===== config.mk =====
export PLATFORM = sky130hd
export DESIGN_NAME = neuron_phase_sequencer
export DESIGN_NICKNAME = d
export VERILOG_FILES = /design/src/rtl/neuron_seq_pkg.sv /design/src/rtl/neuron_phase_sequencer_phase_timer.sv /design/src/rtl/neuron_phase_sequencer.sv
export SDC_FILE = /design/constraint.sdc
export NUM_CORES = 1
export LEC_CHECK = 0
export ABC_AREA = 1
export CELL_PAD_IN_SITES_DETAIL_PLACEMENT = 2
export CELL_PAD_IN_SITES_GLOBAL_PLACEMENT = 2
export CORE_MARGIN = 3
export CORE_UTILIZATION = 30
export DETAILED_ROUTE_END_ITERATION = 8
export HOLD_SLACK_MARGIN = 0.1
export PLACE_DENSITY = 0.85
export SLEW_MARGIN = 20
export SYNTH_ARGS = -nofsm -noshare
export SYNTH_HDL_FRONTEND = slang
export SYNTH_SLANG_ARGS = --single-unit
export TNS_END_PERCENT = 20

===== constraint.sdc =====
create_clock -name i_clk -period 1.62 [get_ports i_clk]
set_clock_uncertainty 0.2 [all_clocks]
set_input_delay 0.324 -clock i_clk [delete_from_list [all_inputs] [get_ports i_clk]]
set_output_delay 0.324 -clock i_clk [all_outputs]
set_load 0.03 [all_outputs]

===== src/rtl/neuron_seq_pkg.sv =====
// Shared types and constants for the neuron phase sequencer.
// Covers the state encoding, command op codes and the {FP,BP} phase codes.
package neuron_seq_pkg;

  typedef enum logic [2:0] {
    S_IDLE    = 3'd0,
    S_F_SETUP = 3'd1,
    S_F_RUN   = 3'd2,
    S_F_DONE  = 3'd3,
    S_B_SETUP = 3'd4,
    S_B_RUN   = 3'd5,
    S_B_DONE  = 3'd6
  } seq_state_e;

  localparam logic [1:0] OP_FWD   = 2'b00;
  localparam logic [1:0] OP_BWD   = 2'b01;
  localparam logic [1:0] OP_TRAIN = 2'b10;

  localparam logic [1:0] PH_FSETUP = 2'b00;
  localparam logic [1:0] PH_FWD    = 2'b10;
  localparam logic [1:0] PH_BWD    = 2'b01;
  localparam logic [1:0] PH_BSETUP = 2'b11;

  // 00 is the only code that leaves y and W_out untouched, so every hold state maps to it.
  function automatic logic [1:0] phase_of(input seq_state_e st);
    logic [1:0] code;
    case (st)
      S_F_RUN:   code = PH_FWD;
      S_B_SETUP: code = PH_BSETUP;
      S_B_RUN:   code = PH_BWD;
      default:   code = PH_FSETUP;
    endcase
    return code;
  endfunction

endpackage


===== src/rtl/neuron_phase_sequencer_phase_timer.sv =====
// Loadable down-counter that times the forward and backward RUN phases.
// o_expired is high whenever the count is zero; the count parks at zero.
module phase_timer #(
  parameter int CNT_W = 8
) (
  input  logic             i_clk,
  input  logic             i_rst,
  input  logic             i_load,
  input  logic [CNT_W-1:0] i_load_val,
  output logic             o_expired
);

  logic [CNT_W-1:0] r_count;

  // Load takes priority over counting; the counter holds once it reaches zero.
  always_ff @(posedge i_clk) begin
    if (i_rst) begin
      r_count <= {CNT_W{1'b0}};
    end else if (i_load) begin
      r_count <= i_load_val;
    end else if (r_count != {CNT_W{1'b0}}) begin
      r_count <= r_count - {{(CNT_W-1){1'b0}}, 1'b1};
    end else begin
      r_count <= r_count;
    end
  end

  assign o_expired = (r_count == {CNT_W{1'b0}});

endmodule


===== src/rtl/neuron_phase_sequencer.sv =====
// Drives the {FP,BP} phase codes of one ReLU neuron for FWD, BWD and TRAIN commands.
// Optional pass counters o_fwd_count/o_bwd_count are built when SEQ_PERF_CNT_EN is defined.
module neuron_phase_sequencer
  import neuron_seq_pkg::*;
#(
  parameter int N         = 6,
  parameter int FP_CYCLES = N / 2 + 4,
  parameter int BP_CYCLES = N + 4,
  parameter int CNT_W     = 8
) (
  input  logic        i_clk,
  input  logic        i_rst,
  input  logic        i_cmd_valid,
  input  logic [1:0]  i_cmd_op,
  output logic        o_cmd_ready,
  output logic        o_cmd_err,
  output logic        o_fp,
  output logic        o_bp,
  output logic        o_busy,
  output logic        o_y_valid,
  output logic        o_w_valid
`ifdef SEQ_PERF_CNT_EN
  ,
  output logic [31:0] o_fwd_count,
  output logic [31:0] o_bwd_count
`endif
);

  localparam logic [CNT_W-1:0] FP_LOAD = CNT_W'(FP_CYCLES - 1);
  localparam logic [CNT_W-1:0] BP_LOAD = CNT_W'(BP_CYCLES - 1);

  seq_state_e       r_state;
  seq_state_e       w_state_nxt;
  logic             r_cmd_ready;
  logic             r_cmd_err;
  logic             r_fp;
  logic             r_bp;
  logic             r_busy;
  logic             r_y_valid;
  logic             r_w_valid;
  logic             r_act_ok;
  logic             r_train;
  logic             w_op_ok;
  logic             w_accept;
  logic             w_reject;
  logic             w_tmr_load;
  logic [CNT_W-1:0] w_tmr_val;
  logic             w_tmr_expired;

  phase_timer #(
    .CNT_W(CNT_W)
  ) u_phase_timer (
    .i_clk     (i_clk),
    .i_rst     (i_rst),
    .i_load    (w_tmr_load),
    .i_load_val(w_tmr_val),
    .o_expired (w_tmr_expired)
  );

  // A backward pass needs the pre-activation left behind by an earlier forward pass.
  assign w_op_ok  = (i_cmd_op == OP_FWD) || (i_cmd_op == OP_TRAIN) ||
                    ((i_cmd_op == OP_BWD) && r_act_ok);
  assign w_accept = (r_state == S_IDLE) && i_cmd_valid && w_op_ok;
  assign w_reject = (r_state == S_IDLE) && i_cmd_valid && !w_op_ok;

  // Next-state selection and timer loading on entry to each RUN phase.
  always_comb begin
    w_state_nxt = r_state;
    w_tmr_load  = 1'b0;
    w_tmr_val   = {CNT_W{1'b0}};
    case (r_state)
      S_IDLE: begin
        if (w_accept) begin
          w_state_nxt = (i_cmd_op == OP_BWD) ? S_B_SETUP : S_F_SETUP;
        end else begin
          w_state_nxt = S_IDLE;
        end
      end
      S_F_SETUP: begin
        w_state_nxt = S_F_RUN;
        w_tmr_load  = 1'b1;
        w_tmr_val   = FP_LOAD;
      end
      S_F_RUN: begin
        if (w_tmr_expired) begin
          w_state_nxt = S_F_DONE;
        end else begin
          w_state_nxt = S_F_RUN;
        end
      end
      S_F_DONE: begin
        if (r_train) begin
          w_state_nxt = S_B_SETUP;
        end else begin
          w_state_nxt = S_IDLE;
        end
      end
      S_B_SETUP: begin
        w_state_nxt = S_B_RUN;
        w_tmr_load  = 1'b1;
        w_tmr_val   = BP_LOAD;
      end
      S_B_RUN: begin
        if (w_tmr_expired) begin
          w_state_nxt = S_B_DONE;
        end else begin
          w_state_nxt = S_B_RUN;
        end
      end
      S_B_DONE: w_state_nxt = S_IDLE;
      default:  w_state_nxt = S_IDLE;
    endcase
  end

  // State register; every output is registered from the next state so it lines up with it.
  always_ff @(posedge i_clk) begin
    if (i_rst) begin
      r_state     <= S_IDLE;
      r_cmd_ready <= 1'b1;
      r_cmd_err   <= 1'b0;
      r_fp        <= 1'b0;
      r_bp        <= 1'b0;
      r_busy      <= 1'b0;
      r_y_valid   <= 1'b0;
      r_w_valid   <= 1'b0;
      r_act_ok    <= 1'b0;
      r_train     <= 1'b0;
    end else begin
      r_state        <= w_state_nxt;
      r_cmd_ready    <= (w_state_nxt == S_IDLE);
      r_cmd_err      <= w_reject;
      {r_fp, r_bp}   <= phase_of(w_state_nxt);
      r_busy         <= (w_state_nxt != S_IDLE);
      r_y_valid      <= (w_state_nxt == S_F_DONE);
      r_w_valid      <= (w_state_nxt == S_B_DONE);
      r_act_ok       <= r_act_ok || (r_state == S_F_DONE);
      r_train        <= w_accept ? (i_cmd_op == OP_TRAIN) : r_train;
    end
  end

  assign o_cmd_ready = r_cmd_ready;
  assign o_cmd_err   = r_cmd_err;
  assign o_fp        = r_fp;
  assign o_bp        = r_bp;
  assign o_busy      = r_busy;
  assign o_y_valid   = r_y_valid;
  assign o_w_valid   = r_w_valid;

`ifdef SEQ_PERF_CNT_EN
  logic [31:0] r_fwd_count;
  logic [31:0] r_bwd_count;

  // Completed-pass counters; they wrap naturally at 2^32.
  always_ff @(posedge i_clk) begin
    if (i_rst) begin
      r_fwd_count <= 32'd0;
      r_bwd_count <= 32'd0;
    end else begin
      r_fwd_count <= (r_state == S_F_DONE) ? r_fwd_count + 32'd1 : r_fwd_count;
      r_bwd_count <= (r_state == S_B_DONE) ? r_bwd_count + 32'd1 : r_bwd_count;
    end
  end

  assign o_fwd_count = r_fwd_count;
  assign o_bwd_count = r_bwd_count;
`else
  // Counter outputs and state are absent in this build.
`endif

endmodule


==> impl_metrics.env <==
export IMPL_result_of_the_run="completed"
export IMPL_slew_viol_final=0
export IMPL_clock_tree_buffer_depth=2
export IMPL_die_height_um=63.5
export IMPL_finalSetupViolations=0
export IMPL_first_pass_iters=4
export IMPL_clk_insertion_delay_late_ns=0.30
export IMPL_vdd_ir_drop_max_uv=892
export IMPL_layout_cells_non_filler=206
export IMPL_yosysTopAreaCellShare_pct=40.4
export IMPL_slowest_stage="dfxtp_2"
export IMPL_ctsHtreeMaxLevel=1
export IMPL_power_clock_fraction_pct=14.1
export IMPL_biggestRegsByFlops="u_phase_timer.r_count x8, r_state x3"
export IMPL_yosys_area_top_type="dfxtp_1"
export IMPL_placement_io_buffers=11
export IMPL_worst_ep_required_time_ns=1.62
export IMPL_net_sw_power_mw=1.42
export IMPL_post_synthesis_cell_area_um2=992
export IMPL_power_switching_share_pct=47.6
export IMPL_worstMarginPinSlew_ns=0.310
export IMPL_timing_critical_path_cells="inv_2, ha_4, nand2_4, nor2_8, nand2_1, nand2_2, nand2_1, nand2_2, nand3_1"
export IMPL_finalWirelength_mm=3.39
export IMPL_detail_route_iter0_violations=23
export IMPL_avgSynthCellArea_um2=7.19
export IMPL_root_cell_of_the_clock_tree="clkbuf_4"
export IMPL_average_wire_length_per_cell_after_detail_routing_um=16.5
export IMPL_dpl_hpwl_mm=2.17
export IMPL_hold_removal_path_class="reg2reg"
export IMPL_path_clk_slew_ns=0.13
export IMPL_cts_sinks=20
export IMPL_dpl_cell_count=199
export IMPL_globalRouteTotalUtil_pct=17.0
export IMPL_ys_types=22
export IMPL_die_area_um2=4030
export IMPL_pin_count=12
export IMPL_fin_crit_ns=1.56
export IMPL_postPlaceCellArea_um2=1200
export IMPL_critical_path_class="reg2reg"
export IMPL_relative_contribution_of_combinational_cells_to_total_power_pct=58.6
export IMPL_number_of_register_bits_inferred_by_synthesis=20
export IMPL_cts_inserted_buffers=3
export IMPL_largest_register="u_phase_timer.r_count"
export IMPL_layout_nets=170
export IMPL_critical_path_max_fanout=4
export IMPL_power_internal_mw=1.56
export IMPL_post_route_util_pct=42.5
export IMPL_grt_overflow_total=0
export IMPL_slew_headroom_pct=79.4
export IMPL_p_seq_share_pct=27.3
export IMPL_end_kind="flop"
export IMPL_post_drt_via_cell_ratio=4.67
export IMPL_critPathMaxStageDelay_ns=0.35
export IMPL_sequential_cell_area_fraction_in_the_yosys_report_pct=40.4
export IMPL_gp_congestion=0.704
export IMPL_p_per_area_nw_per_um2=2260
export IMPL_hold_violations=0
export IMPL_final_area_um2=1320
export IMPL_grt_pass1_wl_mm=5.38
export IMPL_cts_hold_buffers=0
export IMPL_fin_hold_ws_ns=0.284
export IMPL_tritoncts="built"
export IMPL_initial_core_util_pct=32.0
export IMPL_ant_nets=0
export IMPL_critPathLaunchType="flop"
export IMPL_finalCritPeriodShare_pct=96.2
export IMPL_total_leakage_power_nw=0.633
export IMPL_synthesis_nets=145
export IMPL_synthTopCellsByArea="dfxtp_1 (40%), nand2_1 (11%), inv_1 (6.4%), nor2_1 (5.3%), nand2_2 (5.0%)"
export IMPL_drc_errors=0
export IMPL_route_vias_total=963
export IMPL_layout_area_overhead_vs_synth_pct=33.0
export IMPL_synth_warning_count=0
export IMPL_synth_cells=138
export IMPL_first_global_vias=1097
export IMPL_std_cell_rows=20
export IMPL_max_cap_violations=0
export IMPL_fp_coreArea_um2=3100
export IMPL_dieWidth_um=63.5
export IMPL_insertedDiodeCount=0
export IMPL_setup_repair_after_global_routing_missed_its_margin="yes"
export IMPL_max_freq_mhz=641
export IMPL_max_reg_flops=8
export IMPL_pin_count_of_the_biggest_net_entering_global_routing=13
export IMPL_fraction_of_final_layout_cells_with_drive_strength_greater_than_1_pct=29.6
export IMPL_worstPathArrival_ns=1.56
export IMPL_antenna_found_initial=0
## per-layer routing
layer | vias up | wire [um] | global-route usage (%)
li1 | 479 | - | -
met3 | 6 | 60 | 2.50
met2 | 9 | 1820 | 31.7
met5 | - | 0 | 0
met1 | 469 | 1440 | 19.7
met4 | 0 | 65 | 5.12
## path summary, 6_finish.rpt
check	from	to	slack [ns]	cells past startpoint
max reg2reg	u_phase_timer.r_count[0]$_SDFFE_PP0P_	o_busy$_SDFF_PP0_	0.06	9
min	r_train$_SDFFE_PP0N_	r_train$_SDFFE_PP0N_	0.28	2
max	u_phase_timer.r_count[0]$_SDFFE_PP0P_	o_busy$_SDFF_PP0_	0.06	9
min reg2reg	r_train$_SDFFE_PP0N_	r_train$_SDFFE_PP0N_	0.28	2
## power groups by stage
stage                     Clock, mW  Sequential, mW  Combinational, mW
after floorplan                   0           0.855              0.995
after global placement            0           0.782               1.41
after detailed placement          0           0.798               1.49
after CTS                     0.425           0.786               1.56
after global routing          0.457           0.838               1.96
final                         0.420           0.813               1.75
## through the flow
stage | worst slack, ns | power [mW] | setup TNS [ns]
2_1_floorplan | 0.199 | 1.85 | 0
3_5_place_dp | -0.208 | 2.29 | -0.741
3_3_place_gp | -0.122 | 2.19 | -0.351
4_1_cts | 0.00674 | 2.77 | 0
5_1_grt | -0.0612 | 3.26 | -0.240
6_report | 0.0609 | 2.98 | 0
## cells in the final DEF (no fill, tap or decap), drive strengths merged
master,netlist,final
nand4,3,3
nor4,1,1
buf,1,10
nand2,38,38
nor2,22,22
ha,2,2
dfxtp,20,20
xnor2,1,1
nand3,10,10
a21oi,9,9
clkdlybuf4s50,0,4
inv,23,23
a31oi,1,1
o21ai,5,5
bufinv,0,1
xor2,2,2
clkdlybuf4s15,0,3
clkbuf,0,3
dlygate4sd2,0,4
## synthesized netlist by cell type, drive strengths merged
cell	n
nand3	10
xnor2	1
buf	1
a31oi	1
nor2	22
a21oi	9
nand2	38
o21ai	5
nor4	1
nand4	3
dfxtp	20
inv	23
xor2	2
ha	2
## critical path, delay by kind of cell, from the launching register on
family,cells,cell delay [ns]
buffers and inverters,1,0.07
adder cells (fa/ha/maj),1,0.15
AND/OR/NAND/NOR,7,0.68
flip-flops,1,0.35
## what timing repair did
action / CTS / global route
pin swaps: 2 / 2
resized for setup: 9 / 17
hold endpoints to repair: 0 / 0
endpoints found under the setup margin: 9 / 14
setup buffers: 0 / 3
## final cells by class
| type | count | area (um2) |
|---|---|---|
| Clock buffer | 3 | 22.5 |
| Clock inverter | 1 | 30.0 |
| Fill cell | 371 | 1780 |
| Inverter | 23 | 88.8 |
| Multi-Input combinational cell | 94 | 538 |
| Sequential cell | 20 | 405 |
| Tap cell | 44 | 55.1 |
| Timing Repair Buffer | 21 | 180 |
## cells by family (layout without fill, tap and decap cells)
logic type / count (synthesis) / in the layout / synth area share [%]
AO/OA/AOI/OAI: 15 / 15 / 8.07
XOR/XNOR: 3 / 3 / 2.65
adder cells (fa/ha/maj): 2 / 2 / 2.52
buffers and inverters: 24 / 48 / 9.46
flip-flops: 20 / 20 / 40.4
AND/OR/NAND/NOR: 74 / 74 / 36.9
No activity file was read; power rests on OpenSTA's default activity.
